===== config.mk =====
export PLATFORM = sky130hd
export DESIGN_NAME = int_ctrl
export DESIGN_NICKNAME = d
export VERILOG_FILES = /design/src/rtl/intc_pkg.sv /design/src/rtl/intc_sync_edge.sv /design/src/rtl/int_ctrl.sv
export SDC_FILE = /design/constraint.sdc
export NUM_CORES = 1
export LEC_CHECK = 0
export ABC_AREA = 1
export CAP_MARGIN = 20
export CELL_PAD_IN_SITES_DETAIL_PLACEMENT = 0
export CELL_PAD_IN_SITES_GLOBAL_PLACEMENT = 1
export CORE_MARGIN = 1.5
export CORE_UTILIZATION = 35
export DETAILED_ROUTE_END_ITERATION = 12
export HOLD_SLACK_MARGIN = 0.02
export PLACE_DENSITY = 0.83
export RECOVER_POWER = 100
export SLEW_MARGIN = 20
export SYNTH_ARGS = -nofsm -noshare
export SYNTH_HDL_FRONTEND = slang
export SYNTH_SLANG_ARGS = --single-unit
export TNS_END_PERCENT = 1

===== constraint.sdc =====
create_clock -name clk -period 1.3 [get_ports clk]
set_input_delay 0.26 -clock clk [delete_from_list [all_inputs] [get_ports clk]]
set_output_delay 0.26 -clock clk [all_outputs]
set_load 0.03 [all_outputs]

===== src/rtl/intc_pkg.sv =====
// Shared types and helpers for the interrupt request controller.
package intc_pkg;

    typedef enum logic [1:0] {
        IDLE    = 2'd0,
        REQ     = 2'd1,
        SERVICE = 2'd2
    } state_t;

    // Width of a source id; a two-source controller still needs one bit.
    function automatic int id_w(input int n);
        return (n <= 2) ? 1 : $clog2(n);
    endfunction

    // Index of the lowest set bit (lowest index = highest priority); 0 when none set.
    function automatic int lowest_set(input logic [15:0] v);
        int idx;
        idx = 0;
        for (int i = 15; i >= 0; i--) begin
            if (v[i]) idx = i;
        end
        return idx;
    endfunction

endpackage


===== src/rtl/intc_sync_edge.sv =====
// One interrupt line: SYNC_STAGES-deep synchroniser, previous-value flop and
// single-cycle rising-edge pulse.  The previous-value flop resets to 0, so a
// line held high through reset produces exactly one edge after release.
module intc_sync_edge #(
    parameter int SYNC_STAGES = 2
) (
    input  logic clk,
    input  logic rst,
    input  logic din,
    output logic rise
);

    logic [SYNC_STAGES-1:0] sync_reg;
    logic                   prev_reg;

    // Shift the async line through the synchroniser and remember the last synced value.
    always_ff @(posedge clk or posedge rst) begin
        if (rst) begin
            sync_reg <= '0;
            prev_reg <= 1'b0;
        end else begin
            sync_reg <= {sync_reg[SYNC_STAGES-2:0], din};
            prev_reg <= sync_reg[SYNC_STAGES-1];
        end
    end

    assign rise = sync_reg[SYNC_STAGES-1] & ~prev_reg;

endmodule


===== src/rtl/int_ctrl.sv =====
// Interrupt request controller: per-source edge capture into pending bits,
// mask, lowest-index priority and an IDLE/REQ/SERVICE handshake with the core.
// Optional build macro INTC_TIMEOUT_EN withdraws an unacknowledged request
// after ACK_TIMEOUT cycles and raises the sticky timeout flag.
module int_ctrl
    import intc_pkg::*;
#(
    parameter int N_SRC       = 4,
    parameter int SYNC_STAGES = 2,
    parameter int ACK_TIMEOUT = 8
) (
    input  logic                      clk,
    input  logic                      rst,
    input  logic [N_SRC-1:0]          irq_in,
    input  logic [N_SRC-1:0]          mask,
    input  logic                      ack,
    input  logic                      eoi,
    output logic                      INT,
    output logic [id_w(N_SRC)-1:0]    irq_id,
    output logic                      busy,
    output logic [N_SRC-1:0]          pending,
    output logic                      timeout
);

    localparam int ID_W = id_w(N_SRC);

    if (N_SRC < 2 || N_SRC > 16 || SYNC_STAGES < 2 || ACK_TIMEOUT < 1) begin : g_bad_params
        $error("int_ctrl: parameter out of range");
    end

    state_t            state_reg;
    logic              int_reg;
    logic [ID_W-1:0]   irq_id_reg;
    logic              busy_reg;
    logic [N_SRC-1:0]  pending_reg;
    logic [N_SRC-1:0]  pending_next;
    logic [N_SRC-1:0]  rise_vec;
    logic [N_SRC-1:0]  req_vec;
    logic [N_SRC-1:0]  clr_vec;
    logic [15:0]       req_ext;
    logic [ID_W-1:0]   winner;

    genvar gi;
    generate
        for (gi = 0; gi < N_SRC; gi++) begin : g_src
            intc_sync_edge #(
                .SYNC_STAGES(SYNC_STAGES)
            ) u_sync_edge (
                .clk  (clk),
                .rst  (rst),
                .din  (irq_in[gi]),
                .rise (rise_vec[gi])
            );
        end
    endgenerate

    assign req_vec = pending_reg & mask;
    assign req_ext = 16'(req_vec);
    assign winner  = ID_W'(lowest_set(req_ext));

    // Clear the acknowledged source; a new edge in the same cycle re-sets it.
    always_comb begin
        clr_vec = '0;
        if (state_reg == REQ && ack) clr_vec[irq_id_reg] = 1'b1;
        pending_next = (pending_reg & ~clr_vec) | rise_vec;
    end

    // Pending bits: captured regardless of mask, dropped only on acknowledge.
    always_ff @(posedge clk or posedge rst) begin
        if (rst) pending_reg <= '0;
        else     pending_reg <= pending_next;
    end

`ifdef INTC_TIMEOUT_EN
    localparam int CNT_W = $clog2(ACK_TIMEOUT + 1);
    logic [CNT_W-1:0] cnt_reg;
    logic             timeout_reg;
`endif

    // Request handshake FSM with registered outputs.
    always_ff @(posedge clk or posedge rst) begin
        if (rst) begin
            state_reg   <= IDLE;
            int_reg     <= 1'b0;
            irq_id_reg  <= '0;
            busy_reg    <= 1'b0;
`ifdef INTC_TIMEOUT_EN
            cnt_reg     <= '0;
            timeout_reg <= 1'b0;
`endif
        end else begin
            case (state_reg)
                IDLE: begin
                    if (|req_vec) begin
                        state_reg  <= REQ;
                        int_reg    <= 1'b1;
                        irq_id_reg <= winner;
`ifdef INTC_TIMEOUT_EN
                        cnt_reg    <= '0;
`endif
                    end
                end
                REQ: begin
                    if (ack) begin
                        state_reg <= SERVICE;
                        int_reg   <= 1'b0;
                        busy_reg  <= 1'b1;
                    end else if (!mask[irq_id_reg]) begin
                        state_reg <= IDLE;
                        int_reg   <= 1'b0;
                    end
`ifdef INTC_TIMEOUT_EN
                    else if (cnt_reg == CNT_W'(ACK_TIMEOUT - 1)) begin
                        state_reg   <= IDLE;
                        int_reg     <= 1'b0;
                        timeout_reg <= 1'b1;
                    end else begin
                        cnt_reg <= cnt_reg + CNT_W'(1);
                    end
`endif
                end
                SERVICE: begin
                    if (eoi) begin
                        state_reg <= IDLE;
                        busy_reg  <= 1'b0;
                    end
                end
                default: begin
                    state_reg <= IDLE;
                    int_reg   <= 1'b0;
                    busy_reg  <= 1'b0;
                end
            endcase
        end
    end

    assign INT     = int_reg;
    assign irq_id  = irq_id_reg;
    assign busy    = busy_reg;
    assign pending = pending_reg;
`ifdef INTC_TIMEOUT_EN
    assign timeout = timeout_reg;
`else
    assign timeout = 1'b0;
`endif

endmodule

# Word level (Yosys, flattened, before mapping)

Cells that the tools add are included.

Magnitude comparators: 2
Eq/ne operators: 6
Mux-type cells: 21
Bitwise logic cells: 14
Reduce and logical (&&, ||, !) cells: 8

Operators with widths:

| cell               | number |
|---|---|
| $mux 2             | 8 |
| $reduce_and 3->1   | 3 |
| $and 4x4->4        | 2 |
| $mux 1             | 7 |
| $ne 2x2->1 const B | 3 |
| $not 1->1          | 6 |
| $pmux 1 s3         | 2 |
| $pmux 2 s3         | 1 |
| $and 1x1->1        | 4 |
| $mux 4             | 1 |
| $not 4->4          | 1 |
| $or 4x4->4         | 1 |
| $reduce_or 4->1    | 1 |
| $lt 2x3->1 const B | 1 |
| $ne 3x3->1 const B | 1 |
| $bmux 1 s2         | 1 |
| $demux 1 s2        | 1 |
| $eq 2x1->1 const B | 1 |
| $eq 2x2->1 const B | 1 |
| $ge 2x1->1 const B | 1 |
| $logic_and 1x1->1  | 2 |
| $logic_not 2->1    | 1 |
| $reduce_and 2->1   | 1 |

Register bits after elaboration: 22
Input bits: 12
Output and inout bits: 9

# Longest topological paths before layout

Gate-level depths: netlist of run 1.

Word-level depth: 8
Depth in mapped cells: 9
Gate-level depth less buffers: 9

# Hierarchy

From an unflattened synthesis of run 1, not the netlist that was laid out.

Cells, all modules: 97
Area total of the unflattened synthesis: 880.8 µm²

Modules (own cells, without submodules):

| module         | times used | cells each | area each (µm²) |
|---|---|---|---|
| int_ctrl       | 1          | 73         | 525.5 |
| intc_sync_edge | 4          | 6          | 88.8 |

# Worst setup path before layout of run 1

OpenSTA, ideal clock, no wires.

Path type: reg-to-reg
Start: reg irq_id_reg[0] (netlist: irq_id[0])
End: reg int_reg (netlist: INT)
Library setup time: 0.118 ns
Arrival time: 1.050 ns
Required time: 1.182 ns
Setup slack: 0.132 ns
Stages on the path, launching flop included: 10
Path buffers: 0
Clock period less this slack: 1.168 ns
Cell sequence: dfrtp_1 > inv_2 > nand2_1 > nand2_1 > nand2_1 > nand2_1 > nand2_1 > nand2_1 > nand2_1 > nand2_1

Word-level cells in the longest chain between the ends: 4

RTL lines:

| element                           | line            | source |
|---|---|---|
| start: declaration                | int_ctrl.sv:33  | `logic [ID_W-1:0] irq_id_reg;` |
| start signal: assignment          | int_ctrl.sv:97  | `irq_id_reg <= winner;` |
| $bmux 1 s2                        | int_ctrl.sv:108 | `end else if (!mask[irq_id_reg]) begin` |
| $mux 1 (implied by the code)      | int_ctrl.sv:108 |  |
| $ne 3x3->1 (no source line)       | n/a             |  |
| $reduce_and 3->1 (no source line) | n/a             |  |
| end signal: assignment            | int_ctrl.sv:106 | `int_reg <= 1'b0;` |
| end signal: assignment            | int_ctrl.sv:110 | `int_reg <= 1'b0;` |
| end signal: assignment            | int_ctrl.sv:130 | `int_reg <= 1'b0;` |
| end: declaration                  | int_ctrl.sv:32  | `logic int_reg;` |

No other way between the ends. The select of a mux whose other input is x is not followed.
A chain may end at the register's enable or synchronous reset.

# Worst setup path in the final report of run 1

Start: reg irq_id_reg[0] (netlist: irq_id[0])
End: out irq_id[0]

RTL lines:

| element          | line           | source |
|---|---|---|
| end: declaration | int_ctrl.sv:19 | `output logic [id_w(N_SRC)-1:0] irq_id,` |

No word-level cell between the ends.

==> metrics.md, run 1 <==
| Metric | Value |
|---|---|
| Clock skew | `0.004317 ns` |
| Initial Utilization | `37.09%` |
| Commonest non-fill, non-tap cell in the layout | `nand2_1` |
| Reg2Reg Depth | `4` |
| Final setup viols | `0` |
| Std-Cell Rows | `17` |
| Top cells by area, synth | `dfrtp_1 (66%), nand2_1 (13%), inv_1 (4.5%)` |
| Avg Vias per Cell | `4.613` |
| Die height | `51.65 um` |
| Max reg flops | `8` |
| Xor/xnor share of the synthesized area | `0%` |
| Hold path cells | `0` |
| Hold Path Sink | `g_src[3].u_sync_edge.sync_reg[1]$_DFF_PP0_` |
| Number of buffers created by CTS | `3` |
| Fin Hold WS | `0.3629 ns` |
| First-pass GRT wire length | `2490 um` |
| Core area | `0.002233 mm^2` |
| CTS tree | `done` |
| Slew Limit Fails | `0` |
| CTS H-Tree Depth | `1` |
| Total power | `2.370 mW` |
| Max Freq | `823.2 MHz` |
| Initial drt markers | `6` |
| Post-Syn Nets | `97` |
| Clock Tree Buf Depth | `2` |
| CP bufs+invs | `1` |
| RSZ-0062 raised after global routing | `no` |
| Crit-path leading delay family | `flip-flops` |
| Synth Area in Adders | `0%` |
| Area growth syn-to-layout | `28.85%` |
| Io pins | `21` |
| Complex-gate fraction of the synthesized area | `7.251%` |
| Crit path kind | `flop to primary output` |
| Nets | `122` |
| CP Max Fanout | `6` |
| Fillcell total | `230` |
| Min Tclk post-route | `1.215 ns` |
| N_diodes | `0` |
| Synthesized instance count | `85` |
| GP Congestion | `0.8561` |
| Post-DP HPWL | `1086 um` |
| Worst Path Required | `1.04 ns` |
| Max-cap violations | `0` |
| Post-Syn Area | `828.3 um^2` |
| Worst-path clk slew | `0.12 ns` |
| Multiplexer share of the synthesized area | `0%` |
| Largest net degree at the start of global routing | `23` |
| Sum Neg Setup Slack | `0 ns` |
| GRT Overall Usage | `12.85%` |
| Share of cells above drive strength 1 | `15.60%` |
| Power per Cell Area | `2220 mW/mm^2` |
| Final Hold Vio Count | `0` |
| Initial DRT Pass Iterations | `4` |
| R2R Path Start | `state_reg[1]$_DFFE_PP0P_` |
| RR Endpoint | `pending[0]$_DFF_PP0_` |
| Total grt overflow | `0` |
| Max transition margin | `64.96%` |
| Setup Buffers After CTS | `0` |
| Peak VDD IR | `0.9380 mV` |
| Number of synthesis warnings | `0` |
| Worst setup EP type | `primary output` |
| Worst Path Arrival | `0.95 ns` |
| Routed wire length per instance | `10.20 um` |
| Antenna Violating Nets Remaining | `0` |
| Area share of the largest cell type after synthesis | `66.47%` |
| Yosys cell types | `13` |
| Syn avg cell area | `9.745 um^2` |
| Vias | `632` |
| CTS sink cnt | `22` |
| Most frequent cells in the layout | `nand2_1 (28), dfrtp_1 (21), inv_1 (10)` |
| Status | `complete, no violations` |
| Multi-input gate area | `217.7 um^2` |
| Slowest stage delay, CP | `0.47 ns` |
| Top cell type by total area after synthesis | `dfrtp_1` |
| HP Start | `g_src[3].u_sync_edge.sync_reg[0]$_DFF_PP0_` |
| Vias in the first global route | `641` |
| Placed cell count | `133` |
| Worst Tran Pin Value | `0.5256 ns` |
| Worst skew pair latency | `0.30 ns` |
| Root Buffer | `clkbuf_4` |
| Sequential cell area | `551.8 um^2` |
| Cell at the slowest stage of the critical path | `dfrtp_2` |
| Initial antenna violation count | `0` |
| DR DRC count | `0` |
| Final cell count without fillers | `137` |
| Register bit total from synthesis | `22` |
| IO Port Bufs | `19` |
| Final period utilization | `93.45%` |
| LEAKAGE | `0.5387 nW` |
| Sequential cell area fraction in the yosys report | `66.47%` |
| Simple-gate share of the synthesized area | `19.49%` |
| Reg-to-reg slack, setup | `0.17 ns` |
| Largest family of logic cells by synthesized area | `simple AND/OR/NAND/NOR gates` |
| Total Wirelength | `1398 um` |
| Die W | `51.65 um` |
| Worst hold path type | `flop to flop` |
| Die area | `0.002667 mm^2` |
| Crit-path cells | `buf_4` |
| Critical Path Start Type | `flop` |
[area by class of cell]
cell class | count | share of cell area (%)
Tap cell | 28 | 3.283
Clock inverter | 1 | 2.814
Inverter | 12 | 4.220
Timing Repair Buffer | 21 | 15.47
Multi-Input combinational cell | 50 | 20.40
Sequential cell | 22 | 51.70
Clock buffer | 3 | 2.110
[kinds of logic after synthesis]
group,Yosys count
other cells,1
simple gates,39
compound gates,10
buf+inv,13
flops,22
[where the power goes]
part           internal (mW)  switching, mW  leakage, nW
clock network          0.311          0.202       0.0279
registers              0.848          0.136        0.250
logic                  0.283          0.589        0.261
[metrics by stage]
stage / cell area, um^2 / setup WS [ns] / util [%]
after floorplan: 828.3 / 0.1319 / -
after global placement: 1041 / -0.05477 / 46.61
after detailed placement: 1041 / -0.04712 / 46.61
after CTS: 1094 / 0.04288 / 48.96
after global routing: 1067 / 0.02777 / 47.79
final: 1067 / 0.08516 / 47.79
[metal layers]
layer	vias up	share of wire (%)	GRT usage [%]
met5	-	0	0
met4	0	1.1	7.895
met3	2	5.9	2.586
met2	19	51	22.86
met1	301	42	13.88
li1	310	-	-
[how the worst max path moves through the flow]
stage,startpoint,slack (ns),to,depth (start not counted)
finish,irq_id[0]$_DFFE_PP0P_,0.09,irq_id[0],1
global route,irq_id[1]$_DFFE_PP0P_,0.03,irq_id[1],1
CTS,irq_id[0]$_DFFE_PP0P_,0.04,irq_id[0],1
detailed placement,ack,-0.05,pending[0]$_DFF_PP0_,4
global placement,ack,-0.05,pending[3]$_DFF_PP0_,4
floorplan,irq_id[0]$_DFFE_PP0P_,0.13,INT$_DFFE_PP0P_,9
[synth_stat cells]
cell     instances
nand2_1         28
dfrtp_1         22
inv_1           10
o21ai_1          6
nor2_1           4
o31ai_1          4
nand3_1          3
inv_2            2
nor3_1           2
buf_4            1
conb_1           1
nand3_2          1
nor2_2           1
[repair_timing]
item | in CTS | in global routing
gates resized for setup | 0 | 1
hold buffers | 0 | 0
hold endpoints to repair | 0 | 0
endpoints found under the setup margin | 0 | 1
No activity file was read; power rests on OpenSTA's default activity.
==> inputs of run 2 (changes only) <==
- CAP_MARGIN: 20 -> default
==> results of run 2 <==
Final layout, timing and power as in run 1 (identical DEF).
==> inputs of run 3 (changes only) <==
- GPL_TIMING_DRIVEN: default -> 0
==> run 3 against run 2 <==
The run now ends with setup timing left. Clock skew is 0.0029 ns lower. Critical path depth did not move. Via count is 5.4% lower. Power shrank 8.9%. Clock-buffer cell count is the same. Cell count decreased by 1.5%. Sequential power fell by 0.9%. Fmax down 7.1%. Worst hold slack got worse by 0.0024 ns. Non-clock buffer count is 1 lower. Highest routed layer unchanged.
==> metrics.md, run 3 (synthesis results as in run 1) <==
| Metric | Value |
|---|---|
| Status | `finished with violations` |
| Failing checks | `setup timing` |
| Vias in the first global route | `544 (-15%)` |
| Initial drt markers | `9 (+3)` |
| CP Max Fanout | `6 (unchanged)` |
| Setup Buffers After CTS | `0 (unchanged)` |
| Reg2Reg Depth | `4 (unchanged)` |
| Sw Pwr | `905.1 uW (-2.4%)` |
| Peak VDD IR | `0.9675 mV (+3.1%)` |
| Max Freq | `764.9 MHz (-7.1%)` |
| Worst skew pair latency | `0.30 ns (about the same)` |
| RSZ-0062 raised after global routing | `yes` |
| Routed wire length per instance | `10.07 um (-1.3%)` |
| Combinational share of power | `41.3% (+4.5 points)` |
| Slowest stage delay, CP | `0.46 ns (about the same)` |
| Int Pwr | `1.254 mW (-13%)` |
| N_diodes | `0 (unchanged)` |
| Slew Limit Fails | `0 (unchanged)` |
| Number of buffers created by CTS | `3 (unchanged)` |
| Die W | `51.65 um (unchanged)` |
| Initial DRT Pass Iterations | `4 (unchanged)` |
| GP Congestion | `0.8460 (-1.2%)` |
| Final period utilization | `100.6% (+7.1 points)` |
| CP bufs+invs | `1 (unchanged)` |
| Vias | `598 (-5.4%)` |
| Final Util | `46.95% (-0.84 points)` |
| Worst Path Arrival | `1.05 ns (+0.10 ns)` |
| Worst Tran Pin Value | `0.8138 ns (+0.2882 ns)` |
| # hold bufs at CTS | `0 (unchanged)` |
| Nets | `121 (-0.82%)` |
| Std-Cell Rows | `17 (unchanged)` |
| Hold path cells | `0 (unchanged)` |
| Commonest non-fill, non-tap cell in the layout | `nand2_1` |
| CTS tree | `done` |
| Share of power burned in registers | `45.1% (+3.6 points)` |
| Total grt overflow | `0 (unchanged)` |
| Clock power share | `13.6% (-8.1 points)` |
| R2R Path Start | `state_reg[1]$_DFFE_PP0P_` |
| CTS H-Tree Depth | `1 (unchanged)` |
| Antenna Violating Nets Remaining | `0 (unchanged)` |
| Initial Utilization | `37.09% (unchanged)` |
| Cell at the slowest stage of the critical path | `dfrtp_2` |
| Core area | `0.002233 mm^2 (unchanged)` |
| Reg-to-reg slack, setup | `0.09 ns (-0.08 ns)` |
| HP Start | `g_src[3].u_sync_edge.sync_reg[0]$_DFF_PP0_` |
| Crit-path cells | `clkdlybuf4s15_2` |
| Post-route setup slack | `-0.007324 ns (-0.09249 ns)` |
| First-pass GRT wire length | `2290 um (-8.0%)` |
| Final setup viols | `1 (+1)` |
| Final Hold Vio Count | `0 (unchanged)` |
| Die area | `0.002667 mm^2 (unchanged)` |
| Max transition margin | `45.69% (-19 points)` |
| CTS sink cnt | `22 (unchanged)` |
| GRT Overall Usage | `11.66% (-1.2 points)` |
| Min Tclk post-route | `1.307 ns (+0.09249 ns)` |
| Sum Neg Setup Slack | `-0.007324 ns (-0.007324 ns)` |
| Worst-path clk slew | `0.11 ns (about the same)` |
| Crit-path leading delay family | `flip-flops` |
| Die height | `51.65 um (unchanged)` |
| Largest net degree at the start of global routing | `23 (unchanged)` |
| RR Endpoint | `pending[1]$_DFF_PP0_` |
| Total Wirelength | `1360 um (-2.7%)` |
| Critical Path Start Type | `flop` |
| Total power | `2.159 mW (-8.9%)` |
| Placed Area | `0.001054 mm^2 (+1.2%)` |
| Hold Path Sink | `g_src[3].u_sync_edge.sync_reg[1]$_DFF_PP0_` |
| Area growth syn-to-layout | `26.59%` |
| Final Cell Area | `0.001049 mm^2 (-1.8%)` |
| Max-cap violations | `0 (unchanged)` |
| IO Port Bufs | `19 (unchanged)` |
| Root Buffer | `clkbuf_4` |
| Max reg flops | `8 (unchanged)` |
| LEAKAGE | `0.5234 nW (-2.9%)` |
| Power per Cell Area | `2059 mW/mm^2 (-7.3%)` |
| Worst Path Required | `1.04 ns (about the same)` |
| Share of cells above drive strength 1 | `13.08% (-2.5 points)` |
| Avg Vias per Cell | `4.430 (-4.0%)` |
| Clock skew | `0.001438 ns (-0.002879 ns)` |
| Most frequent cells in the layout | `nand2_1 (28), dfrtp_1 (21), inv_1 (11)` |
| Sw frac | `41.93% (+2.8 points)` |
| Worst setup EP type | `primary output` |
| Worst hold path type | `flop to flop` |
| DR DRC count | `0 (unchanged)` |
| Post-DP HPWL | `1032 um (-5.0%)` |
| Clock Tree Buf Depth | `2 (unchanged)` |
| Crit path kind | `flop to primary output` |
| Io pins | `21 (unchanged)` |
| Post-cts resize count | `25 (+25)` |
| Initial antenna violation count | `0 (unchanged)` |
run 3: stage by stage:
step                hold WS [ns]  instances  worst slack, ns
floorplan                 0.2492         85           0.1319
global placement          0.3355        132         -0.08645
detailed placement        0.3379        132         -0.09619
CTS                       0.3641        135         -0.02721
global route              0.3696        135         -0.04965
finish                    0.3604        135        -0.007324
run 3: routing by layer:
layer	routed length [um]	vias up	GRT usage [%]
li1	-	309	-
met4	17	0	5.263
met1	659	268	15.56
met3	69	2	2.586
met2	614	19	18.16
met5	0	-	0
run 3: worst max path at each step:
stage	startpoint	end	slack, ns	cells past startpoint
2_1_floorplan	irq_id[0]$_DFFE_PP0P_	INT$_DFFE_PP0P_	0.13	9
3_3_place_gp	irq_id[0]$_DFFE_PP0P_	irq_id[0]	-0.09	1
3_5_place_dp	ack	pending[3]$_DFF_PP0_	-0.1	4
4_1_cts	pending[2]$_DFF_PP0_	pending[2]	-0.03	1
5_1_grt	irq_id[0]$_DFFE_PP0P_	irq_id[0]	-0.05	1
6_report	irq_id[0]$_DFFE_PP0P_	irq_id[0]	-0.007	1
run 3: power by group through the flow:
stage / registers, mW / logic, mW / clock network (mW)
after floorplan: 1.20 / 0.417 / 0
after global placement: 0.999 / 0.980 / 0
after detailed placement: 1.00 / 0.991 / 0
after CTS: 0.986 / 0.950 / 0.306
after global routing: 1.01 / 0.986 / 0.329
final: 0.974 / 0.891 / 0.293
run 3: final cells by class:
class	count	area, um^2
Buffer	1	7.507
Clock buffer	3	22.52
Fill cell	228	1185
Inverter	12	45.04
Multi-Input combinational cell	50	217.7
Sequential cell	22	551.8
Tap cell	28	35.03
Timing Repair Buffer	19	168.9
